File: src/rtl/riscv_mem_pkg.sv
// Shared RV32I load/store definitions: funct3 encodings, access sizes, FSM states, byte enables.
// MISALIGN_TRAP_EN adds the FAULT state used by the misaligned-access trap.
package riscv_mem_pkg;

  localparam logic [2:0] F3_LB  = 3'b000;
  localparam logic [2:0] F3_LH  = 3'b001;
  localparam logic [2:0] F3_LW  = 3'b010;
  localparam logic [2:0] F3_LBU = 3'b100;
  localparam logic [2:0] F3_LHU = 3'b101;
  localparam logic [2:0] F3_SB  = 3'b000;
  localparam logic [2:0] F3_SH  = 3'b001;
  localparam logic [2:0] F3_SW  = 3'b010;

  localparam logic [3:0] BE_BYTE = 4'b0001;
  localparam logic [3:0] BE_HALF = 4'b0011;
  localparam logic [3:0] BE_WORD = 4'b1111;

  typedef enum logic [1:0] {
    SZ_BYTE,
    SZ_HALF,
    SZ_WORD
  } size_e;

`ifdef MISALIGN_TRAP_EN
  typedef enum logic [2:0] {
    ST_IDLE,
    ST_REQ,
    ST_DONE,
    ST_ERR,
    ST_FAULT
  } state_e;
`else
  typedef enum logic [2:0] {
    ST_IDLE,
    ST_REQ,
    ST_DONE,
    ST_ERR
  } state_e;
`endif

  // Any encoding outside the defined loads/stores falls back to a word access.
  function automatic size_e accessSize(input logic [2:0] f3, input logic isStore);
    size_e sz;
    sz = SZ_WORD;
    if (isStore) begin
      case (f3)
        F3_SB:   sz = SZ_BYTE;
        F3_SH:   sz = SZ_HALF;
        F3_SW:   sz = SZ_WORD;
        default: sz = SZ_WORD;
      endcase
    end else begin
      case (f3)
        F3_LB, F3_LBU: sz = SZ_BYTE;
        F3_LH, F3_LHU: sz = SZ_HALF;
        F3_LW:         sz = SZ_WORD;
        default:       sz = SZ_WORD;
      endcase
    end
    return sz;
  endfunction

endpackage

File: src/rtl/mem_load_align.sv
// Combinational load extraction: shifts the bus word down to the addressed lane and extends it.
module mem_load_align
  import riscv_mem_pkg::*;
(
  input  logic [31:0] rdata_i,
  input  logic [1:0]  offset_i,
  input  logic [2:0]  funct3_i,
  output logic [31:0] result_o
);

  logic [31:0] shifted;
  logic        isUnsigned;

  always_comb begin
    shifted    = rdata_i >> {offset_i, 3'b000};
    isUnsigned = funct3_i[2];
    result_o   = shifted;
    case (accessSize(funct3_i, 1'b0))
      SZ_BYTE: result_o = isUnsigned ? {24'd0, shifted[7:0]}
                                     : {{24{shifted[7]}}, shifted[7:0]};
      SZ_HALF: result_o = isUnsigned ? {16'd0, shifted[15:0]}
                                     : {{16{shifted[15]}}, shifted[15:0]};
      default: result_o = shifted;
    endcase
  end

endmodule

File: src/rtl/mem_access_ctrl.sv
// RV32I data-memory access controller bridging the pipeline to a req/ack memory port.
// Define MISALIGN_TRAP_EN to trap misaligned half/word accesses instead of forcing alignment.
module mem_access_ctrl
  import riscv_mem_pkg::*;
#(
  parameter int unsigned TIMEOUT_CYCLES = 16
) (
  input  logic        clk,
  input  logic        rst,
  input  logic        MemRead,
  input  logic        MemWrite,
  input  logic [2:0]  funct3,
  input  logic [31:0] Addr,
  input  logic [31:0] WriteData,
  output logic        Stall,
  output logic [31:0] ReadData,
  output logic        Done,
  output logic        MisalignFault,
  output logic        BusErr,
  output logic        BusReq,
  output logic        BusWe,
  output logic [31:0] BusAddr,
  output logic [3:0]  BusBe,
  output logic [31:0] BusWData,
  input  logic [31:0] BusRData,
  input  logic        BusAck
);

  localparam int unsigned CW = $clog2(TIMEOUT_CYCLES + 1);
  localparam logic [CW-1:0] LAST_WAIT = CW'(TIMEOUT_CYCLES - 1);

  state_e      state_q;
  logic [CW-1:0] cnt_q;
  logic [31:0] addr_q, wdata_q, rdata_q;
  logic [2:0]  f3_q;
  size_e       size_q;
  logic        we_q;

  size_e       size_d;
  logic [31:0] addr_d;
  logic [31:0] loadResult;
  logic        inReq;

  // Low address bits that don't fit the access size are cleared here; in trap mode a
  // difference from the raw address marks the access as misaligned.
  always_comb begin
    size_d = accessSize(funct3, MemWrite);
    addr_d = Addr;
    case (size_d)
      SZ_HALF: addr_d[0]   = 1'b0;
      SZ_WORD: addr_d[1:0] = 2'b00;
      default: addr_d      = Addr;
    endcase
  end

  mem_load_align uLoadAlign (
    .rdata_i  (BusRData),
    .offset_i (addr_q[1:0]),
    .funct3_i (f3_q),
    .result_o (loadResult)
  );

  always_ff @(posedge clk) begin
    if (rst) begin
      state_q <= ST_IDLE;
      cnt_q   <= '0;
      addr_q  <= '0;
      wdata_q <= '0;
      rdata_q <= '0;
      f3_q    <= '0;
      size_q  <= SZ_WORD;
      we_q    <= 1'b0;
    end else begin
      case (state_q)
        ST_IDLE: begin
          if (MemRead || MemWrite) begin
            addr_q  <= addr_d;
            wdata_q <= WriteData;
            f3_q    <= funct3;
            size_q  <= size_d;
            we_q    <= MemWrite;
            cnt_q   <= '0;
`ifdef MISALIGN_TRAP_EN
            state_q <= (addr_d != Addr) ? ST_FAULT : ST_REQ;
`else
            state_q <= ST_REQ;
`endif
          end
        end
        ST_REQ: begin
          if (BusAck) begin
            state_q <= ST_DONE;
            if (!we_q) rdata_q <= loadResult;
          end else if (cnt_q == LAST_WAIT) begin
            state_q <= ST_ERR;
            rdata_q <= '0;
          end else begin
            cnt_q <= cnt_q + CW'(1);
          end
        end
        default: state_q <= ST_IDLE;
      endcase
    end
  end

  assign inReq    = (state_q == ST_REQ);
  assign Stall    = inReq || ((state_q == ST_IDLE) && (MemRead || MemWrite));
  assign Done     = (state_q == ST_DONE);
  assign BusErr   = (state_q == ST_ERR);
  assign ReadData = rdata_q;
  assign BusReq   = inReq;
  assign BusWe    = inReq && we_q;
  assign BusAddr  = inReq ? {addr_q[31:2], 2'b00} : 32'd0;

`ifdef MISALIGN_TRAP_EN
  assign MisalignFault = (state_q == ST_FAULT);
`else
  assign MisalignFault = 1'b0;
`endif

  always_comb begin
    BusBe    = 4'b0000;
    BusWData = 32'd0;
    if (inReq) begin
      case (size_q)
        SZ_BYTE: begin
          BusBe    = BE_BYTE << addr_q[1:0];
          BusWData = {4{wdata_q[7:0]}};
        end
        SZ_HALF: begin
          BusBe    = BE_HALF << {addr_q[1], 1'b0};
          BusWData = {2{wdata_q[15:0]}};
        end
        default: begin
          BusBe    = BE_WORD;
          BusWData = wdata_q;
        end
      endcase
    end
  end

endmodule

File: config.mk
export PLATFORM = sky130hd
export DESIGN_NAME = mem_access_ctrl
export DESIGN_NICKNAME = d
export VERILOG_FILES = /design/src/rtl/riscv_mem_pkg.sv /design/src/rtl/mem_load_align.sv /design/src/rtl/mem_access_ctrl.sv
export SDC_FILE = /design/constraint.sdc
export NUM_CORES = 1
export LEC_CHECK = 0
export CORE_MARGIN = 5
export CORE_UTILIZATION = 30
export CTS_CLUSTER_SIZE = 24
export DETAILED_ROUTE_END_ITERATION = 16
export SLEW_MARGIN = 20
export SYNTH_ARGS = -nofsm -noshare
export SYNTH_HDL_FRONTEND = slang
export SYNTH_SLANG_ARGS = --single-unit
File: constraint.sdc
create_clock -name clk -period 2.12 [get_ports clk]
set_clock_uncertainty 0.1 [all_clocks]
set_input_delay 0.318 -clock clk [delete_from_list [all_inputs] [get_ports clk]]
set_output_delay 0.318 -clock clk [all_outputs]
set_load 0.01 [all_outputs]
==> impl_results.md, run 1 <==
* IO Count at 210
* GRT Util Overall at 17.52%
* Crit path launch type: register
* Worst EP required at 1.70 ns
* Crit. End Element: output pin
* Drt pass-1 iters at 4
* Die H at 141.0 um
* RSZ-0062 raised after global routing: true
* Routed length per instance at 16.87 um
* Crit Path Class: reg2out
* Slew @ Worst Pin at 0.9334 ns
* H-tree depth reported by CTS at 3
* Pint at 3643 uW
* ANT nets after route at 0
* DRC at 0
* Drt total wl at 17860 um
* Die Area at 19880 sq um
* ANT cells at 0
* Vias/cell at 4.783
* Cell Chain, Critical Path: buf_12, mux2i_2, nor2_1, a21oi_1, nor2_1, dlygate4sd2_1
* Max VDD drop at 0.4034 mV
* IO buf count at 206
* Worst path most repeated cell: nor2_1
* Vias at 5065
* Largest net degree at the start of global routing at 86
* Post-DP Area at 7595 sq um
* Worst path max stage delay at 0.37 ns
* Post-synth top area cell: dfxtp_1
* Sequential share of the synthesized area at 42.39%
* Peak fanout along the critical path at 10
* Min cycle time layout at 2.106 ns
* Top cell type's share of synthesized area at 42.39%
* Mean post-synth cell area at 8.184 sq um
* Critical path arrival at 1.69 ns
* Die width at 141.0 um
* Max Cap Viol at 0
* Number of flops mapped to enable cells by yosys at 0
* Relative slew slack at 37.77%
* DR iter-0 viols at 233
* FF+latch count, synth at 109
* CTS clock-pin slew for the worst setup and hold paths at 0.07 ns
* Flop pwr share at 44.6%
* Reg-to-reg startpoint: cnt_q[1]$_SDFFE_PP0P_
* Min-Delay Path Class: reg2reg
* Lkg Pwr at 0.003213 uW
* Core area at 16700 sq um
* CTS tree: yes
* Row cnt at 47
* Sw Share at 28.93%
* First-pass GRT wire length at 27340 um
* Layout area overhead at 52.67%
* Min-Delay Endpoint: addr_q[13]$_SDFFE_PP0P_
* R2R Setup Slk at 0.14 ns
* Primary FF master, synth: dfxtp_1
* Starting Density at 30.82%
* Cells on worst reg2reg path at 8
* Number of buffers created by CTS at 9
* Vias in the first global route at 4837
* Comb pwr share at 23.9%
* Netlist cell types at 44
* Final period util at 99.34%
* Status: finished clean
* Most instantiated cells after synthesis: 149 x nand2_1, 109 x dfxtp_1, 93 x a21oi_1
* Post-Syn Instances at 629
* Max Fclk at 474.8 MHz
* Clock Path Buffers at 2
* CTS root buf: clkbuf_16
* Most frequent cell after synthesis: nand2_1
* Slowest CP cell: dfxtp_4
* Placed wire-length estimate at 12950 um
* Initial antenna violation count at 1
* Psw at 1483 uW
* DP Cell Count at 1040
* Clock power share at 31.5%
* Gr ovfl total at 0
* Final setup fails at 0
* Synth top area cells: dfxtp_1 42%, nand2_1 11%, a21oi_1 9.0%
* Ys async rst share at 0%
* Post-route insts no fill at 1059
* Power density cells at 652.3 nW/um^2
* Fin. max-slew vios at 0
* Hold-fix buffers, CTS at 0
* Fin nets at 941
* Synth Warn # at 0
* Gp weighted congestion at 0.8670
* CTS sink count at 109
* Worst Hold Depth at 2
* Final hold violations at 0
* Worst R2R End: ReadData[18]$_SDFFE_PP0P_
* Hold wc startpoint: addr_q[13]$_SDFFE_PP0P_
* Share of layout cells above drive strength 1 at 15.14%
* Mapped Area at 5147 sq um
* Design Area, Final at 7859 sq um
* Worst-Skew Late Latency at 0.36 ns
## sequential cells by signal, indices dropped and copies added (netlist names)
register  cells
we_q          1
state_q       2
wdata_q      32
addr_q       32
cnt_q         5
f3_q          3
ReadData     32
size_q        2
## cell type report
cell class	count	area [sq um]
Fill cell	1694	8842
Timing Repair Buffer	246	2306
Clock buffer	11	242.7
Sequential cell	109	2195
Multi-Input combinational cell	463	2784
Tap cell	220	275.3
Clock inverter	5	35.03
Inverter	5	21.27
## worst max-delay path by stage
stage	start	to	slack, ns	depth (start not counted)
after floorplan	cnt_q[0]$_SDFFE_PP0P_	ReadData[20]$_SDFFE_PP0P_	0.02	9
after global placement	BusAck	ReadData[28]$_SDFFE_PP0P_	-0.28	5
after detailed placement	BusAck	ReadData[21]$_SDFFE_PP0P_	-0.29	5
after CTS	addr_q[0]$_SDFFE_PP0P_	ReadData[10]$_SDFFE_PP0P_	0.002	5
after global routing	size_q[0]$_SDFFE_PP0P_	BusWData[25]	-0.03	6
final	size_q[0]$_SDFFE_PP0P_	BusWData[26]	0.01	6
## layer usage
metal	vias to the layer above	share of wire, %	GRT usage (%)
met5	-	0.073	0
met4	2	2.8	6.884
met3	29	7.5	5.689
met2	141	48	28.18
met1	2338	42	21.83
li1	2555	-	-
## timing repair
action,4_1_cts,5_1_grt
resized for setup,88,57
endpoints found under the setup margin,69,54
pin swaps,0,1
gates cloned,2,0
buffers inserted,0,1
## stage by stage
stage                     util (%)  setup TNS (ns)  setup WS (ns)  hold WS, ns  power (uW)
after detailed placement     45.48          -4.797        -0.2851       0.3423        3568
final                        47.06               0        0.01401       0.3492        5127
after floorplan                  -               0        0.02184       0.3317        2916
after global routing         47.06        -0.04929       -0.02505       0.3704        5389
after global placement       45.48          -4.662        -0.2843       0.3369        3558
after CTS                    47.33               0       0.001574       0.3438        5201
## power by group through the flow
stage	clock network (uW)	registers, uW	logic, uW
floorplan	0	2310	601
global placement	0	2330	1230
detailed placement	0	2330	1240
CTS	1680	2290	1240
global route	1750	2310	1330
finish	1620	2290	1220
## cells by family (layout without fill, tap and decap cells)
group                    after synthesis  after routing  synth area share, %
other                                  1              3              0.07285
AO/OA/AOI/OAI                        150            150                18.40
XOR/XNOR                               3              3               0.5105
AND/OR/NAND/NOR                      263            263                22.68
flip-flops                           109            109                42.39
adder cells (fa/ha/maj)                3              3               0.7293
multiplexers                          41             41                10.33
buffers and inverters                 59            267                4.886
## layout by cell type (no fill, tap or decap), types with 3 or more instances in the layout
cell / count
clkbuf_16: 9
nand2b_1: 3
a22oi_1: 9
nand2_1: 149
inv_1: 4
xor2_1: 3
a21oi_1: 93
nor2_1: 47
dfxtp_4: 3
mux4_2: 8
conb_1: 3
a221oi_1: 7
nor3_1: 3
mux2_2: 17
mux2i_1: 13
dlygate4sd2_1: 41
dfxtp_1: 105
buf_12: 5
clkbuf_2: 25
clkdlybuf4s50_1: 136
buf_4: 30
o2bb2ai_1: 8
nand3_1: 4
nor2b_1: 4
and2_1: 40
a221o_1: 16
o21ai_0: 10
## worst max-delay path: cells and delay by family (launching register included)
family,cells,cell delay (ns)
compound gates,1,0.12
buf+inv,2,0.43
flops,1,0.37
mux,1,0.28
simple gates,2,0.12
Power figures use the tool's default switching activity.
==> run 2: changes to the inputs <==
--- a/config.mk
+++ b/config.mk
@@ -9,6 +9,7 @@
 export CORE_UTILIZATION = 30
 export CTS_CLUSTER_SIZE = 24
 export DETAILED_ROUTE_END_ITERATION = 16
+export SETUP_SLACK_MARGIN = 0.02
 export SLEW_MARGIN = 20
 export SYNTH_ARGS = -nofsm -noshare
 export SYNTH_HDL_FRONTEND = slang
==> run 2 against run 1 <==
Compared with the run above:
- final cell count did not move
- combinational power barely moved
- clock power barely moved
- hold slack barely moved
- critical path type unchanged
- highest routed layer unchanged
==> impl_results.md, run 2 (same netlist as run 1, synthesis figures left out) <==
* Status: finished clean
* Flop pwr share at 44.6%
* Row cnt at 47
* IO buf count at 206
* Delay-heaviest family, CP: buffers and inverters
* DRC at 0
* Worst path setup slack after routing at 0.06935 ns
* Worst EP required at 1.70 ns
* Place WS at -0.2851 ns
* Peak fanout along the critical path at 10
* Min cycle time layout at 2.051 ns
* ANT cells at 0
* Core area at 16700 sq um
* DR iter-0 viols at 234
* Max Fclk at 487.7 MHz
* Crit Path Class: reg2out
* Starting Density at 30.82%
* Worst-Skew Late Latency at 0.35 ns
* GRT Util Overall at 17.53%
* Share of layout cells above drive strength 1 at 15.49%
* CTS root buf: clkbuf_16
* Vias in the first global route at 4837
* RSZ-0062 raised after global routing: true
* Clock Path Buffers at 2
* Drt total wl at 17830 um
* Number of buffers created by CTS at 9
* Psw at 1484 uW
* CTS sink count at 109
* Lkg Pwr at 0.003202 uW
* Routed length per instance at 16.83 um
* Commonest non-fill, non-tap cell in the layout: nand2_1
* Hold-fix buffers, CTS at 0
* Critical path arrival at 1.63 ns
* Fin. max-slew vios at 0
* Comb pwr share at 23.9%
* Die H at 141.0 um
* Die Area at 19880 sq um
* Largest net degree at the start of global routing at 86
* Die width at 141.0 um
* CTS clock-pin slew for the worst setup and hold paths at 0.07 ns
* Initial antenna violation count at 1
* Final hold violations at 0
* Setup tns final at 0 ns
* Critical path depth in cells at 5
* WP buf/inv at 2
* Slew @ Worst Pin at 0.9311 ns
* Drt pass-1 iters at 4
* Max VDD drop at 0.3985 mV
* WHS at 0.3489 ns
* Min-Delay Path Class: reg2reg
* Gr ovfl total at 0
* First-pass GRT wire length at 27350 um
* Most frequent cells in the layout: 149 x nand2_1, 136 x clkdlybuf4s50_1, 105 x dfxtp_1, 93 x a21oi_1, 47 x nor2_1
* Crit path launch type: register
* Gp weighted congestion at 0.8670
* CTS tree: yes
* Max Cap Viol at 0
* Clock power share at 31.5%
* Cell Chain, Critical Path: bufbuf_16, nand2b_1, a21oi_1, nor2_1, clkdlybuf4s15_1
* Fin nets at 941
* Final setup fails at 0
* Worst path max stage delay at 0.36 ns
* ANT nets after route at 0
* Final period util at 96.73%
* H-tree depth reported by CTS at 3
* Relative slew slack at 37.93%
* Layout area overhead at 53.21%
* IO Count at 210
* Crit. End Element: output pin
* Worst Hold Depth at 2
* Power density cells at 650.5 nW/um^2
* Sw Share at 28.93%
* Pint at 3646 uW
* Slowest CP cell: dfxtp_4
* Vias/cell at 4.810
* Cells on worst reg2reg path at 8
* Vias at 5094
* Placed wire-length estimate at 12950 um
-- run 2: per-layer routing --
metal	part of all wire, %	up-vias	global-route usage, %
met4	2.7	2	6.884
met3	6.7	25	5.757
met5	0.073	-	0
met2	48	134	28.15
met1	42	2377	21.83
li1	-	2556	-
-- run 2: worst reg2reg max path, cell delays in order (launching register included) --
cell	delay, ns
dfxtp_1	0.35
ha_1	0.16
and3_1	0.20
ha_4	0.16
nor2b_2	0.14
o21ai_2	0.06
nor2b_1	0.16
buf_12	0.16
a221o_1	0.35
-- run 2: final cells by class --
class | instances | area (sq um)
inverter | 5 | 21.27
tap | 220 | 275.3
clock inverter | 5 | 35.03
multi-input combinational | 463 | 2818
fill | 1693 | 8815
timing repair buffer | 246 | 2300
clock buffer | 11 | 242.7
sequential | 109 | 2195
-- run 2: path summary, 6_finish.rpt --
check / end / start / slack [ns]
min: addr_q[6]$_SDFFE_PP0P_ / addr_q[6]$_SDFFE_PP0P_ / 0.35
max reg2reg: ReadData[22]$_SDFFE_PP0P_ / cnt_q[1]$_SDFFE_PP0P_ / 0.16
max: BusBe[2] / size_q[0]$_SDFFE_PP0P_ / 0.07
min reg2reg: addr_q[6]$_SDFFE_PP0P_ / addr_q[6]$_SDFFE_PP0P_ / 0.35
-- run 2: through the flow --
step | instances | power (uW) | util, % | instance area [sq um]
2_1_floorplan | 631 | 2916 | - | 5155
3_3_place_gp | 1040 | 3558 | 45.48 | 7595
3_5_place_dp | 1040 | 3568 | 45.48 | 7595
4_1_cts | 1058 | 5204 | 47.46 | 7926
5_1_grt | 1059 | 5395 | 47.22 | 7886
6_report | 1059 | 5130 | 47.22 | 7886
-- run 2: timing repair --
| item | 4_1_cts | 5_1_grt |
|---|---|---|
| pin swaps | 0 | 1 |
| setup buffers | 0 | 1 |
| setup endpoints to repair | 72 | 50 |
| resized for setup | 103 | 52 |
| gates cloned | 2 | 0 |
-- run 2: power groups by stage --
stage               Clock (uW)  Sequential (uW)  Combinational (uW)
floorplan                    0             2310                 601
global placement             0             2330                1230
detailed placement           0             2330                1240
CTS                       1680             2290                1240
global route              1750             2310                1330
finish                    1610             2290                1230
